[config.mk]
export PLATFORM = sky130hd
export DESIGN_NAME = cbrt_seq_flat
export DESIGN_NICKNAME = d
export VERILOG_FILES = /design/src/rtl/cbrt_seq_if.sv /design/src/rtl/cbrt_seq.sv /design/src/flat_wrapper.sv
export SDC_FILE = /design/constraint.sdc
export NUM_CORES = 1
export LEC_CHECK = 0
export CAP_MARGIN = 5
export CORE_UTILIZATION = 55
export CTS_CLUSTER_SIZE = 8
export DETAILED_ROUTE_END_ITERATION = 6
export PLACE_DENSITY_LB_ADDON = 0.15
export SLEW_MARGIN = 0
export SYNTH_ARGS = -nofsm -noshare
export SYNTH_HDL_FRONTEND = slang
export SYNTH_SLANG_ARGS = --single-unit
[constraint.sdc]
create_clock -name clk_i -period 6.3 [get_ports clk_i]
set_input_delay 1.26 -clock clk_i [delete_from_list [all_inputs] [get_ports clk_i]]
set_output_delay 1.26 -clock clk_i [all_outputs]
set_load 0.05 [all_outputs]
[src/rtl/cbrt_seq_if.sv]
// Operand handshake bundle for cbrt_seq: initiator drives start_i/b_bi, responder returns busy_o/y_bo.
// rem_bo exists only when CBRT_SEQ_REM_EN is defined.
interface cbrt_seq_if #(
   parameter int WIDTH = 8
);
   logic             start_i;
   logic [WIDTH-1:0] b_bi;
   logic             busy_o;
   logic [WIDTH-1:0] y_bo;
`ifdef CBRT_SEQ_REM_EN
   logic [WIDTH-1:0] rem_bo;

   modport master (output start_i, b_bi, input busy_o, y_bo, rem_bo);
   modport slave  (input start_i, b_bi, output busy_o, y_bo, rem_bo);
`else
   modport master (output start_i, b_bi, input busy_o, y_bo);
   modport slave  (input start_i, b_bi, output busy_o, y_bo);
`endif
endinterface

[src/rtl/cbrt_seq.sv]
// Iterative floor(cbrt(b)) by digit recurrence with a bit-serial multiplier; busy for ITER*(WIDTH+2) edges,
// start_i ignored while busy. CBRT_SEQ_REM_EN adds rem_bo = b - y^3.
module cbrt_seq #(
   parameter int WIDTH = 8
) (
   input  logic      clk_i,
   input  logic      rst_i,
   cbrt_seq_if.slave bus
);
   localparam int ITER = (WIDTH - 1) / 3 + 1;
   localparam int TW   = 2 * WIDTH + 2;
   localparam int SW   = $clog2(3 * ITER + 1);
   localparam int CW   = $clog2(WIDTH);

   typedef enum logic [1:0] {ST_IDLE, ST_SHIFT, ST_MUL, ST_CMP} state_t;

   state_t             r_state;
   logic [WIDTH-1:0]   r_x;
   logic [WIDTH-1:0]   r_y;
   logic [SW-1:0]      r_s;
   logic [2*WIDTH-1:0] r_mcd;
   logic [WIDTH-1:0]   r_mpl;
   logic [2*WIDTH-1:0] r_acc;
   logic [CW-1:0]      r_cnt;
   logic               r_busy;
   logic [WIDTH-1:0]   r_y_bo;
`ifdef CBRT_SEQ_REM_EN
   logic [WIDTH-1:0]   r_rem_bo;
`endif

   logic [WIDTH-1:0]   w_ysh;
   logic [TW-1:0]      w_acc_x;
   logic [TW-1:0]      w_t;
   logic               w_ge;
   logic [WIDTH-1:0]   w_x_nxt;
   logic [WIDTH-1:0]   w_y_nxt;

   // Trial step: (2y+1)^3 - (2y)^3 = 3*y'(y'+1)+1, scaled to the current digit position.
   assign w_ysh   = r_y << 1;
   assign w_acc_x = {2'b00, r_acc};
   assign w_t     = ((w_acc_x << 1) + w_acc_x + TW'(1)) << r_s;
   assign w_ge    = {{(TW - WIDTH){1'b0}}, r_x} >= w_t;
   assign w_x_nxt = w_ge ? (r_x - w_t[WIDTH-1:0]) : r_x;
   assign w_y_nxt = w_ge ? (r_y + WIDTH'(1)) : r_y;

   always_ff @(posedge clk_i or negedge rst_i) begin
      if (!rst_i) begin
         r_state  <= ST_IDLE;
         r_x      <= '0;
         r_y      <= '0;
         r_s      <= '0;
         r_mcd    <= '0;
         r_mpl    <= '0;
         r_acc    <= '0;
         r_cnt    <= '0;
         r_busy   <= 1'b0;
         r_y_bo   <= '0;
`ifdef CBRT_SEQ_REM_EN
         r_rem_bo <= '0;
`endif
      end else begin
         case (r_state)
            ST_IDLE: begin
               if (bus.start_i) begin
                  r_x     <= bus.b_bi;
                  r_y     <= '0;
                  r_s     <= SW'(3 * (ITER - 1));
                  r_busy  <= 1'b1;
                  r_state <= ST_SHIFT;
               end
            end
            ST_SHIFT: begin
               r_y     <= w_ysh;
               r_mcd   <= {{WIDTH{1'b0}}, w_ysh};
               r_mpl   <= w_ysh + WIDTH'(1);
               r_acc   <= '0;
               r_cnt   <= '0;
               r_state <= ST_MUL;
            end
            ST_MUL: begin
               r_acc <= r_acc + (r_mpl[0] ? r_mcd : '0);
               r_mcd <= r_mcd << 1;
               r_mpl <= r_mpl >> 1;
               if (r_cnt == CW'(WIDTH - 1)) begin
                  r_state <= ST_CMP;
               end else begin
                  r_cnt <= r_cnt + CW'(1);
               end
            end
            ST_CMP: begin
               r_x <= w_x_nxt;
               r_y <= w_y_nxt;
               // The last digit publishes directly so busy spans exactly ITER*(WIDTH+2) edges.
               if (r_s == '0) begin
                  r_y_bo   <= w_y_nxt;
`ifdef CBRT_SEQ_REM_EN
                  r_rem_bo <= w_x_nxt;
`endif
                  r_busy   <= 1'b0;
                  r_state  <= ST_IDLE;
               end else begin
                  r_s     <= r_s - SW'(3);
                  r_state <= ST_SHIFT;
               end
            end
            default: r_state <= ST_IDLE;
         endcase
      end
   end

   assign bus.busy_o = r_busy;
   assign bus.y_bo   = r_y_bo;
`ifdef CBRT_SEQ_REM_EN
   assign bus.rem_bo = r_rem_bo;
`endif
endmodule

[src/flat_wrapper.sv]
// flat-port wrapper written by rule: the top's interface ports become plain ports
module cbrt_seq_flat 
#(
   parameter int WIDTH = 8
)
  (clk_i, rst_i, bus_start_i, bus_b_bi, bus_busy_o, bus_y_bo);
  cbrt_seq_if #(.WIDTH(WIDTH)) bus_i ();
  input  logic clk_i;
  input  logic rst_i;
  input wire logic [$bits(bus_i.start_i)-1:0] bus_start_i;
  input wire logic [$bits(bus_i.b_bi)-1:0] bus_b_bi;
  output wire logic [$bits(bus_i.busy_o)-1:0] bus_busy_o;
  output wire logic [$bits(bus_i.y_bo)-1:0] bus_y_bo;
  assign bus_i.start_i = bus_start_i;
  assign bus_i.b_bi = bus_b_bi;
  assign bus_busy_o = bus_i.busy_o;
  assign bus_y_bo = bus_i.y_bo;
  cbrt_seq #(.WIDTH(WIDTH)) u_core (.clk_i(clk_i), .rst_i(rst_i), .bus(bus_i));
endmodule
==> results of run 1 <==
final cells by class:
type | instances | area, µm²
Inverter | 39 | 146.4
Sequential cell | 72 | 1802
Fill cell | 933 | 3970
Clock inverter | 6 | 67.56
Timing Repair Buffer | 25 | 232.7
Clock buffer | 10 | 127.6
Tap cell | 136 | 170.2
Multi-Input combinational cell | 570 | 3946
sequential cells by signal (all words and copies together), names as in the netlist:
signal / cells
u_core.r_x: 8
u_core.r_s: 4
u_core.r_mpl: 8
u_core.bus.busy_o: 1
u_core.r_mcd: 15
u_core.r_cnt: 3
u_core.r_state: 2
u_core.bus.y_bo: 8
u_core.r_acc: 15
u_core.r_y: 8
stage by stage:
stage	std cells	worst slack (ns)
2_1_floorplan	716	2.277
3_3_place_gp	842	1.873
3_5_place_dp	842	1.683
4_1_cts	858	1.664
5_1_grt	858	1.339
6_report	858	1.661
worst max path at each step:
stage,end,slack (ns),cells past startpoint
floorplan,u_core.r_y[1],2.28,17
finish,u_core.r_x[1],1.66,17
detailed placement,u_core.r_x[1],1.68,17
global route,u_core.r_x[1],1.34,17
global placement,u_core.r_x[1],1.87,17
CTS,u_core.r_x[1],1.66,17
cells in the mapped netlist (3+ instances only):
library cell / number
a211o_1: 4
a211oi_1: 5
a21boi_0: 4
a21o_1: 7
a21oi_1: 59
a221o_1: 7
a221oi_1: 3
a22o_1: 8
a31oi_1: 12
and2_1: 19
and3_1: 14
buf_1: 6
buf_2: 4
clkbuf_1: 22
dfrtp_1: 72
fa_1: 3
ha_1: 48
inv_1: 38
mux2_2: 11
mux2i_1: 12
nand2_1: 57
nand2b_1: 4
nand3_1: 34
nand3b_1: 8
nand4_1: 5
nand4b_1: 5
nor2_1: 45
nor2b_1: 16
nor3_1: 13
nor3b_1: 3
o211ai_1: 9
o21a_1: 3
o21ai_0: 46
o22ai_1: 6
o2bb2ai_1: 7
o31ai_1: 6
or2_2: 3
or3_1: 11
or4_1: 4
xnor2_1: 14
xor2_1: 6
cells by family after synthesis:
| family | share of synthesized area [%] |
|---|---|
| compound gates | 24.74 |
| xor+xnor | 2.900 |
| fa+ha+maj | 10.94 |
| buf+inv | 4.931 |
| flops | 29.83 |
| mux | 4.413 |
| other cells | 0.06209 |
| simple gates | 22.19 |
routing by layer:
| metal | vias up | wire length [µm] |
|---|---|---|
| met5 | - | 0 |
| met4 | 0 | 240 |
| met3 | 21 | 634 |
| met2 | 148 | 6454 |
| met1 | 2590 | 6625 |
| li1 | 2651 | - |
layout by cell type (no fill, tap or decap), drive strengths merged, types with 15 or more instances in the layout:
cell type	Yosys	final
ha	48	48
a21oi	60	60
o21ai	49	49
nand3	34	34
clkdlybuf4s50	0	18
nor2	46	46
and2	20	20
dfrtp	72	72
and3	15	15
nand2	57	57
nor2b	16	16
inv	38	39
power groups by stage:
stage               Combinational [W]  Sequential [W]  Clock [W]
floorplan                     0.00145        0.000822          0
global placement              0.00185        0.000791          0
detailed placement            0.00192        0.000801          0
CTS                           0.00192        0.000792   0.000383
global route                  0.00217        0.000818   0.000404
finish                        0.00193        0.000794   0.000371
critical path: cells and delay by family, from the launching register on:
family          cells  cell delay (ns)
fa+ha+maj           2             0.81
buf+inv             2             0.38
simple gates        7             1.67
flops               1             0.47
mux                 1             0.53
compound gates      4             0.53
xor+xnor            1             0.20
==> impl_metrics.toml, run 1 <==
[synth]
seq_area_frac_synth_pct = 29.83
synth_seq_cells = 72
synthFlopType = "dfrtp_1"
synth_cells = 716
synth_area_leaders = "dfrtp_1 30%, ha_1 9.9%, a21oi_1 4.9%"
synth_top_cell_area_share_pct = 29.83
yosys_warnings = 0
syn-num-nets = 778
syn_avg_cell_area_um2 = 8.435
synthDistinctLibCells = 79
async_reset_ff_share_pct = 100.0
synth-edff-count = 0
yosysTopAreaCell = "dfrtp_1"
syn_area_mm2 = 0.006040

[grt]
antenna_found_initial = 0
grt_use_met3_pct = 3.526
grt_pass1_vias = 5285
use_met2_pct = 43.50
grt_overflow_total = 0
grt_busiest_layer = "met2"
met1_usage_pct = 36.05
grt_usage_pct = 26.56
grt_pass1_wl_mm = 24.50
grt_max_degree = 73

[cts]
clock_path_buffers = 2
cts_root_buffer = "clkbuf_8"
clock_sinks = 72
insertion_delay_ns = 0.36
cts.clk_slew.worst_paths_ns = 0.09
cts_hold_buf = 0
postCtsSetupRepairBufs = 0
cts_tree = "done"
cts_buffers = 9
cts_max_level = 3
cts_resized = 0

[timing]
layout_min_cycle_time_ns = 4.639
tightest_slew_ns = 0.9352
fin_hold_ws_ns = 0.4945
max_freq_ghz = 0.2156
finalSetupViolations = 0
finClkSkew_ns = 0.01554
rsz0062_at_grt = "no"
worst_slew_margin_rel_pct = 37.65
fin_tns_setup_ns = 0
slew_violations = 0
hold_viol = 0
finalCritPeriodShare_pct = 73.63

[critical_path]
r2r-start = "u_core.r_acc[1]"
criticalPathCategory = "reg2reg"
crit_chain = "inv_1, fa_1, nor2b_1, o22ai_1, xnor2_1, a21boi_0, mux4_2, or2_2, ha_1, nor3_1, nor2_1, o221ai_1, nor4_1, a31oi_2, buf_4, or4b_1, nand3_1"
required_ns = 6.60
cp-end-kind = "flip-flop"
r2r_cells = 17
cp.arrival_ns = 4.94
crit_path_start = "u_core.r_acc[1]"
r2r_end = "u_core.r_x[1]"
regToRegSetupSlack_ns = 1.66
worstPathMaxFanout = 23
crit_path_top_delay_cell = "mux4_2"
setup.worst_path.start_class = "flip-flop"
cpPeakStageDelay_ns = 0.53

[routing]
routedWlPerCell_um = 16.26
vias_per_cell = 6.305
ant_nets = 0
wl_mm = 13.95
drcViolationCount = 0
drt_first_pass_iters = 5
via_count = 5410
drt_iter0_markers = 459

[power_and_ir_drop]
cellPowerDensity_mw_per_mm2 = 477.1
netSwitchingPower_w = 0.001550
ir_drop_mv = 0.6167
p_leak_nw = 2.902
p_seq_share_pct = 25.6
swShare_pct = 50.04
p_int_w = 0.001547
power_w = 0.003097
power_frac_comb_pct = 62.4
pwr-share-clk_pct = 12.0

[hold_path]
hp-start = "u_core.bus.y_bo[0]"
min_path_cells = 2
whs_endpoint = "u_core.bus.y_bo[0]"
holdCritPathClass = "reg2reg"

[job]
cap_violations = 0

[die]
start_util_pct = 57.73
pin_count = 20
core_mm2 = 0.01046
fp.dieH_um = 106.8
die_w_um = 106.8
dieArea_mm2 = 0.01140
rows = 37

[layout]
fin_area_mm2 = 0.006492
post-route-util_pct = 62.05
area_growth_pct = 7.500
final_layout_size_suffix_gt1_share_pct = 7.895
antenna_cells = 0
nNetsFinal = 779

[placed_design]
portBuffers = 19
gp_congestion = 0.8739
placed_area_mm2 = 0.006297
dpl.hpwl_mm = 10.08

[outcome]
status = "finished, final reports clean"
Power figures use the tool's default switching activity.
==> inputs of run 2 (changes only) <==
==> constraint.sdc (replaced) <==
create_clock -name clk_i -period 4.6 [get_ports clk_i]
set_input_delay 0.92 -clock clk_i [delete_from_list [all_inputs] [get_ports clk_i]]
set_output_delay 0.92 -clock clk_i [all_outputs]
set_load 0.05 [all_outputs]
==> impl_metrics.toml, run 2 (synthesis gave the netlist of run 1 again) <==
[outcome]
status = "finished, final reports clean"

[die]
die_w_um = 106.8
core_mm2 = 0.01046
pin_count = 20
dieArea_mm2 = 0.01140
start_util_pct = 57.73
rows = 37
fp.dieH_um = 106.8

[timing]
worst_slew_margin_rel_pct = 36.81
rsz0062_at_grt = "no"
finalCritPeriodShare_pct = 94.21
slew_violations = 0
max_freq_ghz = 0.2307
fin_tns_setup_ns = 0
layout_min_cycle_time_ns = 4.334
tightest_slew_ns = 0.9479
hold_viol = 0
finClkSkew_ns = 0.01357
finalSetupViolations = 0

[cts]
insertion_delay_ns = 0.37
cts_tree = "done"
postCtsSetupRepairBufs = 0
cts_hold_buf = 0
cts_buffers = 9
cts_root_buffer = "clkbuf_8"
clock_sinks = 72
clock_path_buffers = 2
cts.clk_slew.worst_paths_ns = 0.09
cts_max_level = 3

[layout]
area_growth_pct = 8.970
final_common_cell = "dfrtp_1"
antenna_cells = 0
stdcell_count = 860
final_layout_size_suffix_gt1_share_pct = 8.840
nNetsFinal = 782
fin_area_mm2 = 0.006581
mostFrequentLayoutCells = "71 x dfrtp_1, 59 x a21oi_1, 57 x nand2_1"
fillers = 906
top_regs = "u_core.r_acc (15), u_core.r_mcd (15)"

[routing]
ant_nets = 0
drcViolationCount = 0
routedWlPerCell_um = 16.13
drt_first_pass_iters = 6
vias_per_cell = 6.257
wl_mm = 13.87
drt_iter0_markers = 355
via_count = 5381

[power_and_ir_drop]
ir_drop_mv = 0.3918
cellPowerDensity_mw_per_mm2 = 669.8
p_leak_nw = 2.946

[critical_path]
setup.worst_path.start_class = "flip-flop"
required_ns = 4.89
cp.arrival_ns = 4.62
worstPathMaxFanout = 15
cp-end-kind = "flip-flop"
criticalPathCategory = "reg2reg"

[grt]
antenna_found_initial = 0
grt_overflow_total = 0
grt_pass1_wl_mm = 23.40
grt_pass1_vias = 5012
grt_max_degree = 73
grt_usage_pct = 25.47

[job]
cap_violations = 0

[placed_design]
gp_congestion = 0.8635
dp.cells = 845
dpl.hpwl_mm = 10.03
placed_area_mm2 = 0.006320
portBuffers = 19

[hold_path]
holdCritPathClass = "reg2reg"
-- run 2: per-stage QoR --
stage	worst slack, ns	power (W)	utilization [%]	hold slack, ns
floorplan	0.5766	0.003115	-	0.4810
global placement	0.3274	0.003627	60.40	0.4634
detailed placement	0.1782	0.003723	60.40	0.4738
CTS	0.1068	0.004363	62.71	0.4916
global route	0.01714	0.004775	62.90	0.4984
finish	0.2661	0.004408	62.90	0.4897
-- run 2: final cells by class --
cell class | count | area (µm²) | area share (%)
flip-flops and latches | 72 | 1803 | 27.40
clock buffers | 10 | 137.6 | 2.091
multi-input cells | 570 | 3961 | 60.19
well taps | 136 | 170.2 | 2.586
inverters | 39 | 146.4 | 2.224
clock inverters | 5 | 103.9 | 1.578
repair buffers | 28 | 259.0 | 3.935
-- run 2: power breakdown --
part	internal (W)	leakage (nW)	switching [W]	total, W
sequential	0.000858	0.912	0.000200	0.00106
combinational	0.00104	1.91	0.00168	0.00272
clock	0.000373	0.123	0.000257	0.000630
total	0.00227	2.95	0.00214	0.00441
-- run 2: worst max-delay path, stage by stage, from the launching register on --
cell      delay (ns)
dfrtp_2         0.43
inv_1           0.11
fa_1            0.45
nor2b_1         0.21
o22ai_1         0.16
xnor2_1         0.21
a21boi_0        0.17
mux4_2          0.53
or2_2           0.29
ha_1            0.32
nor3_1          0.17
nor2_1          0.08
o221ai_2        0.09
nor2_2          0.10
a31oi_2         0.26
buf_6           0.22
mux2_2          0.35
o211ai_1        0.08
-- run 2: path summary, 6_finish.rpt --
| path | from | end | slack (ns) | depth (start not counted) |
|---|---|---|---|---|
| min in group asynchronous | rst_i | u_core.r_acc[14] | 0.68 | 1 |
| setup / recovery | u_core.r_acc[1] | u_core.r_y[2] | 0.27 | 17 |
| hold reg to reg | u_core.bus.y_bo[3] | u_core.bus.y_bo[3] | 0.49 | 2 |
| hold / removal | u_core.bus.y_bo[3] | u_core.bus.y_bo[3] | 0.49 | 2 |
| max in group asynchronous | rst_i | u_core.r_acc[1] | 3.27 | 1 |
| setup reg to reg | u_core.r_acc[1] | u_core.r_y[2] | 0.27 | 17 |
-- run 2: timing repair --
action                                  in CTS  in global routing
endpoints found under the hold margin        0                  0
endpoints found under the setup margin       0                 23
gates resized for setup                      0                  5
-- run 2: metal layers --
metal | track usage (%) | vias up | wire (µm)
met3 | 3.769 | 17 | 560
met5 | 0 | - | 0
met4 | 9.589 | 0 | 253
met1 | 34.31 | 2576 | 6587
li1 | - | 2661 | -
met2 | 41.43 | 127 | 6473
==> inputs of run 3 (changes only) <==
--- a/config.mk
+++ b/config.mk
@@ -5,7 +5,6 @@
 export SDC_FILE = /design/constraint.sdc
 export NUM_CORES = 1
 export LEC_CHECK = 0
-export CAP_MARGIN = 5
 export CORE_UTILIZATION = 55
 export CTS_CLUSTER_SIZE = 8
 export DETAILED_ROUTE_END_ITERATION = 6
==> constraint.sdc (replaced) <==
create_clock -name clk_i -period 3.5 [get_ports clk_i]
set_input_delay 0.7 -clock clk_i [delete_from_list [all_inputs] [get_ports clk_i]]
set_output_delay 0.7 -clock clk_i [all_outputs]
set_load 0.05 [all_outputs]
==> impl_metrics.toml, run 3 (synthesis gave the netlist of run 1 again) <==
[outcome]
status = "finished, violations left"
violations = "setup timing"

[power_and_ir_drop]
swShare_pct = 47.62
p_seq_share_pct = 21.2
p_leak_nw = 3.373
p_int_w = 0.003420
cellPowerDensity_mw_per_mm2 = 895.7
pwr-share-clk_pct = 9.2
power_w = 0.006528
netSwitchingPower_w = 0.003109
ir_drop_mv = 0.8977
power_frac_comb_pct = 69.6

[placed_design]
portBuffers = 19
gp_congestion = 0.8217
placed_area_mm2 = 0.006912
dpl.hpwl_mm = 10.98

[cts]
cts_max_level = 3
insertion_delay_ns = 0.35
clock_path_buffers = 2
clock_sinks = 72
cts_hold_buf = 0
cts_buffers = 9
cts_root_buffer = "clkbuf_8"
cts_tree = "done"
cts.clk_slew.worst_paths_ns = 0.08

[critical_path]
r2r-start = "u_core.r_acc[2]"
r2r_end = "u_core.r_y[3]"
criticalPathCategory = "reg2reg"
cp-end-kind = "flip-flop"
regToRegSetupSlack_ns = -0.51
required_ns = 3.79
cp.arrival_ns = 4.29
setup.worst_path.start_class = "flip-flop"
worstPathMaxFanout = 7
r2r_cells = 18

[layout]
mostFrequentLayoutCells = "78 x buf_4, 71 x dfrtp_1, 58 x a21oi_1"
post-route-util_pct = 69.66
antenna_cells = 0
top_regs = "u_core.r_acc (15), u_core.r_mcd (15)"
final_layout_size_suffix_gt1_share_pct = 20.83
multi_input_area_mm2 = 0.004150
fin_area_mm2 = 0.007288
seq_area_mm2 = 0.001803
final_common_cell = "buf_4"
area_growth_pct = 20.68
fillers = 835
nNetsFinal = 855

[grt]
grt_pass1_vias = 5313
grt_overflow_total = 0
use_met2_pct = 43.04
antenna_found_initial = 0
grt_busiest_layer = "met2"
grt_use_met3_pct = 3.283
grt_max_degree = 73
grt_usage_pct = 27.00
met1_usage_pct = 37.80
grt_pass1_wl_mm = 24.92

[die]
core_mm2 = 0.01046
fp.dieH_um = 106.8
die_w_um = 106.8
pin_count = 20
rows = 37
dieArea_mm2 = 0.01140
start_util_pct = 57.73

[routing]
drt_iter0_markers = 360
wl_mm = 14.80
routedWlPerCell_um = 15.86
drt_first_pass_iters = 4
via_count = 5603
vias_per_cell = 6.005
ant_nets = 0
drcViolationCount = 0

[timing]
slew_violations = 0
worst_slew_margin_rel_pct = 37.79
setup_ws_ns = -0.5091
finClkSkew_ns = 0.008578
max_freq_ghz = 0.2494
finalCritPeriodShare_pct = 114.5
layout_min_cycle_time_ns = 4.009
tightest_slew_ns = 0.9331
finalSetupViolations = 24
fin_tns_setup_ns = -9.902
hold_viol = 0
rsz0062_at_grt = "yes"

[job]
cap_violations = 0

[hold_path]
holdCritPathClass = "in2async"
==> run 3: cell count changes in the layout (fill, tap and decap cells not counted), moves of 4 or more <==
cell / before / now
o21ai_1: 2 / 6
ha_1: 48 / 44
mux2_2: 11 / 7
buf_4: 9 / 78
mux2_4: 0 / 4
o21ai_0: 46 / 40
==> run 3: how the worst max path moves through the flow <==
stage	from	to	cells past startpoint
floorplan	u_core.r_acc[2]	u_core.r_x[0]	17
global placement	u_core.r_acc[2]	u_core.r_x[1]	17
detailed placement	u_core.r_acc[2]	u_core.r_x[1]	17
CTS	u_core.r_acc[2]	u_core.r_y[4]	18
global route	u_core.r_acc[2]	u_core.r_y[3]	18
finish	u_core.r_acc[2]	u_core.r_y[3]	18
==> run 3: cell type report <==
| type | count | share of cell area, % |
|---|---|---|
| inverter | 39 | 2.043 |
| timing repair buffer | 101 | 11.57 |
| tap | 136 | 2.335 |
| multi-input combinational | 570 | 56.94 |
| sequential | 72 | 24.74 |
| clock buffer | 12 | 2.129 |
| clock inverter | 3 | 0.2403 |
==> run 3: metal layers <==
metal  vias up  part of all wire, %
met5         -                    0
met4         0                  1.7
met2        84                   47
met1      2702                   49
met3        20                  2.6
li1       2797                    -
==> run 3: power by group through the flow <==
stage          registers (W)  clock network (W)  logic, W
2_1_floorplan        0.00149                  0   0.00274
3_3_place_gp         0.00138                  0   0.00400
3_5_place_dp         0.00139                  0   0.00413
4_1_cts              0.00138           0.000613   0.00435
5_1_grt              0.00142           0.000640   0.00497
6_report             0.00138           0.000602   0.00454
==> run 3: worst max-delay path: stages (launching register included) <==
cell and delay (ns):
dfrtp_2 0.42, inv_2 0.06, fa_2 0.43, xor2_2 0.17, or2_4 0.24, a21boi_2 0.16, mux4_2 0.47, or2_4 0.25
ha_4 0.27, nor3_2 0.03, nor2_1 0.15, o221ai_2 0.16, nor4_2 0.26, a31oi_4 0.07, buf_12 0.17, buf_8 0.14
buf_12 0.13, mux2_4 0.29, nand2_2 0.05
==> run 3: repair_timing <==
item | 4_1_cts | 5_1_grt
setup endpoints to repair | 24 | 24
resized for setup | 21 | 21
pin swaps | 11 | 15
buffers inserted | 6 | 2
==> run 3: through the flow <==
stage | instances | hold slack, ns | setup slack (ns)
2_1_floorplan | 716 | 0.4044 | -0.2035
3_3_place_gp | 910 | 0.4813 | -0.2957
3_5_place_dp | 910 | 0.4825 | -0.4003
4_1_cts | 931 | 0.5023 | -0.4033
5_1_grt | 933 | 0.5292 | -0.6339
6_report | 933 | 0.4764 | -0.5091
